File: src/rtl/dnoc_itf_pkg.sv
// Shared definitions for the DNoC interface buffer tracking logic.
//   BUF_NUM_MAX : largest supported slot count
//   next_ptr()  : wrapping increment of a slot pointer (wraps num-1 -> 0)
package dnoc_itf_pkg;

    localparam int unsigned BUF_NUM_MAX = 16;
    localparam int unsigned PTR_W_MAX   = $clog2(BUF_NUM_MAX);

    function automatic logic [PTR_W_MAX-1:0] next_ptr(
        input logic [PTR_W_MAX-1:0] ptr,
        input int unsigned          num
    );
        if (ptr == PTR_W_MAX'(num - 1))
            return '0;
        else
            return ptr + PTR_W_MAX'(1);
    endfunction

endpackage

File: src/rtl/dnoc_itf_ring_ptr.sv
// Wrapping slot pointer with increment enable and synchronous clear.
// Ports:
//   clk   : clock
//   rst_n : synchronous active-low reset
//   clr   : synchronous clear, same effect as reset
//   inc   : advance the pointer by one slot (wraps NUM-1 -> 0)
//   ptr   : current pointer value
module dnoc_itf_ring_ptr
    import dnoc_itf_pkg::*;
#(
    parameter int unsigned NUM   = 2,
    parameter int unsigned PTR_W = $clog2(NUM)
) (
    input  logic             clk,
    input  logic             rst_n,
    input  logic             clr,
    input  logic             inc,
    output logic [PTR_W-1:0] ptr
);

    logic [PTR_W_MAX-1:0] ptr_ext;
    logic [PTR_W-1:0]     ptr_nxt;

    assign ptr_ext = PTR_W_MAX'(ptr);
    assign ptr_nxt = PTR_W'(next_ptr(ptr_ext, NUM));

    always_ff @(posedge clk) begin
        if (!rst_n)
            ptr <= '0;
        else if (clr)
            ptr <= '0;
        else if (inc)
            ptr <= ptr_nxt;
    end

endmodule

File: src/rtl/dnoc_itf_multibuf.sv
// N-slot buffer-status tracker for the DNoC interface.
// Tracks which of BUF_NUM slots hold data from producer write-done and
// consumer read-done pulses, with independent wrapping pointers,
// occupancy count, status flags and sticky protocol-error flags.
// Ports:
//   clk, rst_n (sync, active-low), clr (sync soft clear)
//   wr_done / rd_done : single-cycle completion pulses for wr_ptr / rd_ptr
//   buf_state         : bit i set when slot i is full
//   wr_ptr / rd_ptr   : next slot to fill / drain
//   count             : number of full slots
//   full, empty, almost_full, wr_ready (~full), rd_valid (~empty)
//   ovf_err / udf_err : sticky, write while full / read while empty
module dnoc_itf_multibuf
    import dnoc_itf_pkg::*;
#(
    parameter int unsigned BUF_NUM  = 2,
    parameter int unsigned AFULL_TH = BUF_NUM - 1,
    localparam int unsigned PTR_W   = $clog2(BUF_NUM),
    localparam int unsigned CNT_W   = $clog2(BUF_NUM + 1)
) (
    input  logic               clk,
    input  logic               rst_n,
    input  logic               clr,
    input  logic               wr_done,
    input  logic               rd_done,
    output logic [BUF_NUM-1:0] buf_state,
    output logic [PTR_W-1:0]   wr_ptr,
    output logic [PTR_W-1:0]   rd_ptr,
    output logic [CNT_W-1:0]   count,
    output logic               full,
    output logic               empty,
    output logic               almost_full,
    output logic               wr_ready,
    output logic               rd_valid,
    output logic               ovf_err,
    output logic               udf_err
);

    logic               wr_acc;
    logic               rd_acc;
    logic [BUF_NUM-1:0] wr_mask;
    logic [BUF_NUM-1:0] rd_mask;

    // Acceptance uses registered state only; full and empty can never both
    // hold, so a simultaneous accept always touches two distinct slots.
    assign wr_acc = wr_done & ~full;
    assign rd_acc = rd_done & ~empty;

    always_comb begin
        wr_mask = '0;
        rd_mask = '0;
        for (int i = 0; i < int'(BUF_NUM); i++) begin
            wr_mask[i] = wr_acc && (wr_ptr == PTR_W'(i));
            rd_mask[i] = rd_acc && (rd_ptr == PTR_W'(i));
        end
    end

    dnoc_itf_ring_ptr #(.NUM(BUF_NUM), .PTR_W(PTR_W)) u_wr_ptr (
        .clk   (clk),
        .rst_n (rst_n),
        .clr   (clr),
        .inc   (wr_acc),
        .ptr   (wr_ptr)
    );

    dnoc_itf_ring_ptr #(.NUM(BUF_NUM), .PTR_W(PTR_W)) u_rd_ptr (
        .clk   (clk),
        .rst_n (rst_n),
        .clr   (clr),
        .inc   (rd_acc),
        .ptr   (rd_ptr)
    );

    always_ff @(posedge clk) begin
        if (!rst_n || clr) begin
            buf_state <= '0;
            count     <= '0;
            ovf_err   <= 1'b0;
            udf_err   <= 1'b0;
        end else begin
            buf_state <= (buf_state | wr_mask) & ~rd_mask;
            case ({wr_acc, rd_acc})
                2'b10:   count <= count + CNT_W'(1);
                2'b01:   count <= count - CNT_W'(1);
                default: count <= count;
            endcase
            ovf_err <= ovf_err | (wr_done & full);
            udf_err <= udf_err | (rd_done & empty);
        end
    end

    assign full        = (count == CNT_W'(BUF_NUM));
    assign empty       = (count == '0);
    assign almost_full = (count >= CNT_W'(AFULL_TH));
    assign wr_ready    = ~full;
    assign rd_valid    = ~empty;

    a_occupancy: assert property (@(posedge clk) disable iff (!rst_n)
        ($countones(buf_state) == int'(count)));

    a_ptr_gap: assert property (@(posedge clk) disable iff (!rst_n)
        (int'(wr_ptr) == ((int'(rd_ptr) + int'(count)) % int'(BUF_NUM))));

endmodule

File: config.mk
export PLATFORM = sky130hd
export DESIGN_NAME = dnoc_itf_multibuf
export DESIGN_NICKNAME = d
export VERILOG_FILES = /design/src/rtl/dnoc_itf_pkg.sv /design/src/rtl/dnoc_itf_ring_ptr.sv /design/src/rtl/dnoc_itf_multibuf.sv
export SDC_FILE = /design/constraint.sdc
export NUM_CORES = 1
export LEC_CHECK = 0
export BUFFER_PORTS_ARGS = -buffer_cell sky130_fd_sc_hd__buf_2
export CAP_MARGIN = 20
export CELL_PAD_IN_SITES_DETAIL_PLACEMENT = 0
export CELL_PAD_IN_SITES_GLOBAL_PLACEMENT = 2
export CORE_AREA = 2 2 44 46
export CTS_CLUSTER_SIZE = 30
export DETAILED_ROUTE_END_ITERATION = 6
export DIE_AREA = 0 0 46 48
export PLACE_DENSITY_LB_ADDON = 0.1
export SLEW_MARGIN = 20
export SYNTH_ARGS = -nofsm -noshare
export SYNTH_HDL_FRONTEND = slang
export SYNTH_SLANG_ARGS = --single-unit
File: constraint.sdc
create_clock -name clk -period 2.1 [get_ports clk]
set_clock_uncertainty 0.15 [all_clocks]
set_input_delay 0.105 -clock clk [delete_from_list [all_inputs] [get_ports clk]]
set_output_delay 0.105 -clock clk [all_outputs]
set_load 0.01 [all_outputs]
==> impl_metrics.yaml <==
outcome:
  status: "finished clean"
yosys:
  ys_types: 13
  yosys_warnings: 0
  synth_area_um2: 389
  netlist_instances: 40
  synth.avg_cell_area_um2: 9.73
  yosysSeqAreaShare: 0.412
  syn_nets: 48
  ys_seq_elements: 8
floorplanning:
  die_y_um: 48
  chipWidth_um: 46
  start_util: 0.230
  core_area_um2: 1690
  boundaryPins: 18
  die_area_um2: 2210
  rows: 15
grt:
  gr-usage-met1: 0.101
  grt_overflow_total: 0
  grt_max_degree: 9
  grt_pass1_vias: 269
  use_met2: 0.103
  grt_use_met3: 0.0453
  busiest_layer: "met2"
  antenna_found_initial: 0
  grt_first_pass_wirelength_mm: 1.15
  track_usage: 0.0800
cts:
  cts_buffers: 3
  post_cts_resized: 0
  cts_max_level: 1
  clockBufferDepth: 2
  cts_tree: "yes"
  clk_pin_slew_ns: 0.06
  cts-root-buf: "clkbuf_4"
  clock_sinks: 8
  clk_latency_ns: 0.25
pwr:
  leakage_nw: 0.263
  power.density_nw_per_um2: 729
  ir_drop_mv: 0.199
finish:
  fill_cells: 180
  area_growth_pct: 33.4
  diodes: 0
  final_cell_mix: "17 x buf_2, 8 x dfxtp_1, 7 x inv_1"
  layout-drive-gt1-share: 0.400
  utilization: 0.307
  num-nets-final: 70
  layout_commonest_cell: "buf_2"
setup_path:
  slowest_delay_ns: 0.36
  path_class: "reg2reg"
  cp-end-kind: "register"
  arrival_ns: 1.71
  path_cells: "inv_1 -> ha_1 -> nor2b_4 -> inv_1 -> ha_1 -> xor2_1 -> nor2_1"
  start_kind: "register"
  r2r_end: "count[0]$_SDFFE_PP0P_"
  r2r_slack_ns: 0.38
  r2r-start: "count[0]$_SDFFE_PP0P_"
  required_ns: 2.10
  crit_path_top_delay_cell: "dfxtp_1"
  r2r_cells: 7
  crit_fanout: 4
sta:
  slew_violations: 0
  worstMarginPinSlew_ns: 0.204
  fin_setup_tns_ns: 0
  setup_slack_ns: 0.381
  slew_headroom: 0.864
  finalHoldViolations: 0
  fmax_ghz: 0.582
  setup_viol: 0
  layout_min_cycle_time_ns: 1.72
  timing.final.crit_share: 0.818
  rsz0062_at_grt: "no"
placed_design:
  dp_hpwl_um: 590
  place_ws_ns: 0.358
  place.gp.congestion: 0.638
  portBuffers: 17
detailed_routing:
  vias: 309
  viasPerCell: 4.01
  totalWireLength_um: 745
  drtIter0Drc: 3
  wl_per_cell_um: 9.68
  ant_nets: 0
  route.detailed.drc: 0
  detail_route.first_pass.iterations: 2
job:
  cap_violations: 0
worst_hold_path:
  hold-path-endpoint: "ovf_err$_SDFF_PP0_"
  min_from: "rst_n"
  hold_depth: 3
  hp-class: "in2reg"
critical path: cells and delay by family (launching register included):
| kind | cells | cell delay [ns] |
|---|---|---|
| XOR/XNOR | 1 | 0.16 |
| buffers and inverters | 2 | 0.13 |
| flip-flops | 1 | 0.36 |
| adder cells (fa/ha/maj) | 2 | 0.61 |
| AND/OR/NAND/NOR | 2 | 0.21 |
repair_timing:
| item | CTS | global route |
|---|---|---|
| buffers inserted | 0 | 0 |
| endpoints found under the setup margin | 0 | 0 |
| hold buffers | 2 | 0 |
| endpoints found under the hold margin | 2 | 0 |
cell type report:
cell class | count | area, µm² | area share
Clock buffer | 3 | 22.5 | 0.0434
Tap cell | 17 | 21.3 | 0.0410
Multi-Input combinational cell | 23 | 184 | 0.354
Inverter | 7 | 26.3 | 0.0506
Timing Repair Buffer | 19 | 105 | 0.202
Sequential cell | 8 | 160 | 0.308
routing by layer:
layer | vias to the layer above | routed length (µm)
met3 | 0 | 56
met2 | 13 | 328
li1 | 164 | -
met5 | - | 0
met4 | 0 | 0
met1 | 132 | 360
sequential cells by signal, summed over array words and instances (netlist names):
name	count
buf_state	2
count	2
ovf_err	1
u_rd_ptr.ptr	1
u_wr_ptr.ptr	1
udf_err	1
synth_stat cells (all sizes together):
master  number  area, µm²
dfxtp        8        160
inv          7       26.3
nor2         6       22.5
a21oi        4       20.0
a211oi       3       27.5
ha           3       37.5
buf          2       18.8
nor2b        2       27.5
xnor2        2       17.5
xor2         2       17.5
nand2b       1       13.8
power breakdown:
| part | internal [mW] | switching (mW) | leakage (nW) |
|---|---|---|---|
| combinational | 0.0442 | 0.0497 | 0.184 |
| clock | 0.0655 | 0.0530 | 0.0138 |
| sequential | 0.160 | 0.00582 | 0.0652 |
| total | 0.270 | 0.109 | 0.263 |
cells by family (layout without fill, tap and decap cells):
logic type,after synthesis,count (layout),share of synthesized area
xor+xnor,4,4,0.0900
fa+ha+maj,3,3,0.0965
simple gates,9,9,0.164
buf+inv,9,29,0.116
flops,8,8,0.412
compound gates,7,7,0.122
how the worst max path moves through the flow:
stage	endpoint	startpoint	slack [ns]
floorplan	count[0]$_SDFFE_PP0P_	count[0]$_SDFFE_PP0P_	0.36
global placement	count[0]$_SDFFE_PP0P_	count[0]$_SDFFE_PP0P_	0.37
detailed placement	count[0]$_SDFFE_PP0P_	count[0]$_SDFFE_PP0P_	0.36
CTS	count[0]$_SDFFE_PP0P_	count[0]$_SDFFE_PP0P_	0.35
global route	count[0]$_SDFFE_PP0P_	count[0]$_SDFFE_PP0P_	0.22
finish	count[0]$_SDFFE_PP0P_	count[0]$_SDFFE_PP0P_	0.38
through the flow:
stage / instances / hold slack (ns) / power, mW / cell area (µm²)
floorplan: 40 / 0.0957 / 0.238 / 389
detailed placement: 72 / 0.206 / 0.263 / 477
finish: 77 / 0.0325 / 0.378 / 519
global placement: 72 / 0.209 / 0.265 / 477
CTS: 77 / 0.0299 / 0.390 / 519
global route: 77 / 0.0359 / 0.410 / 519
Power figures use the tool's default switching activity.
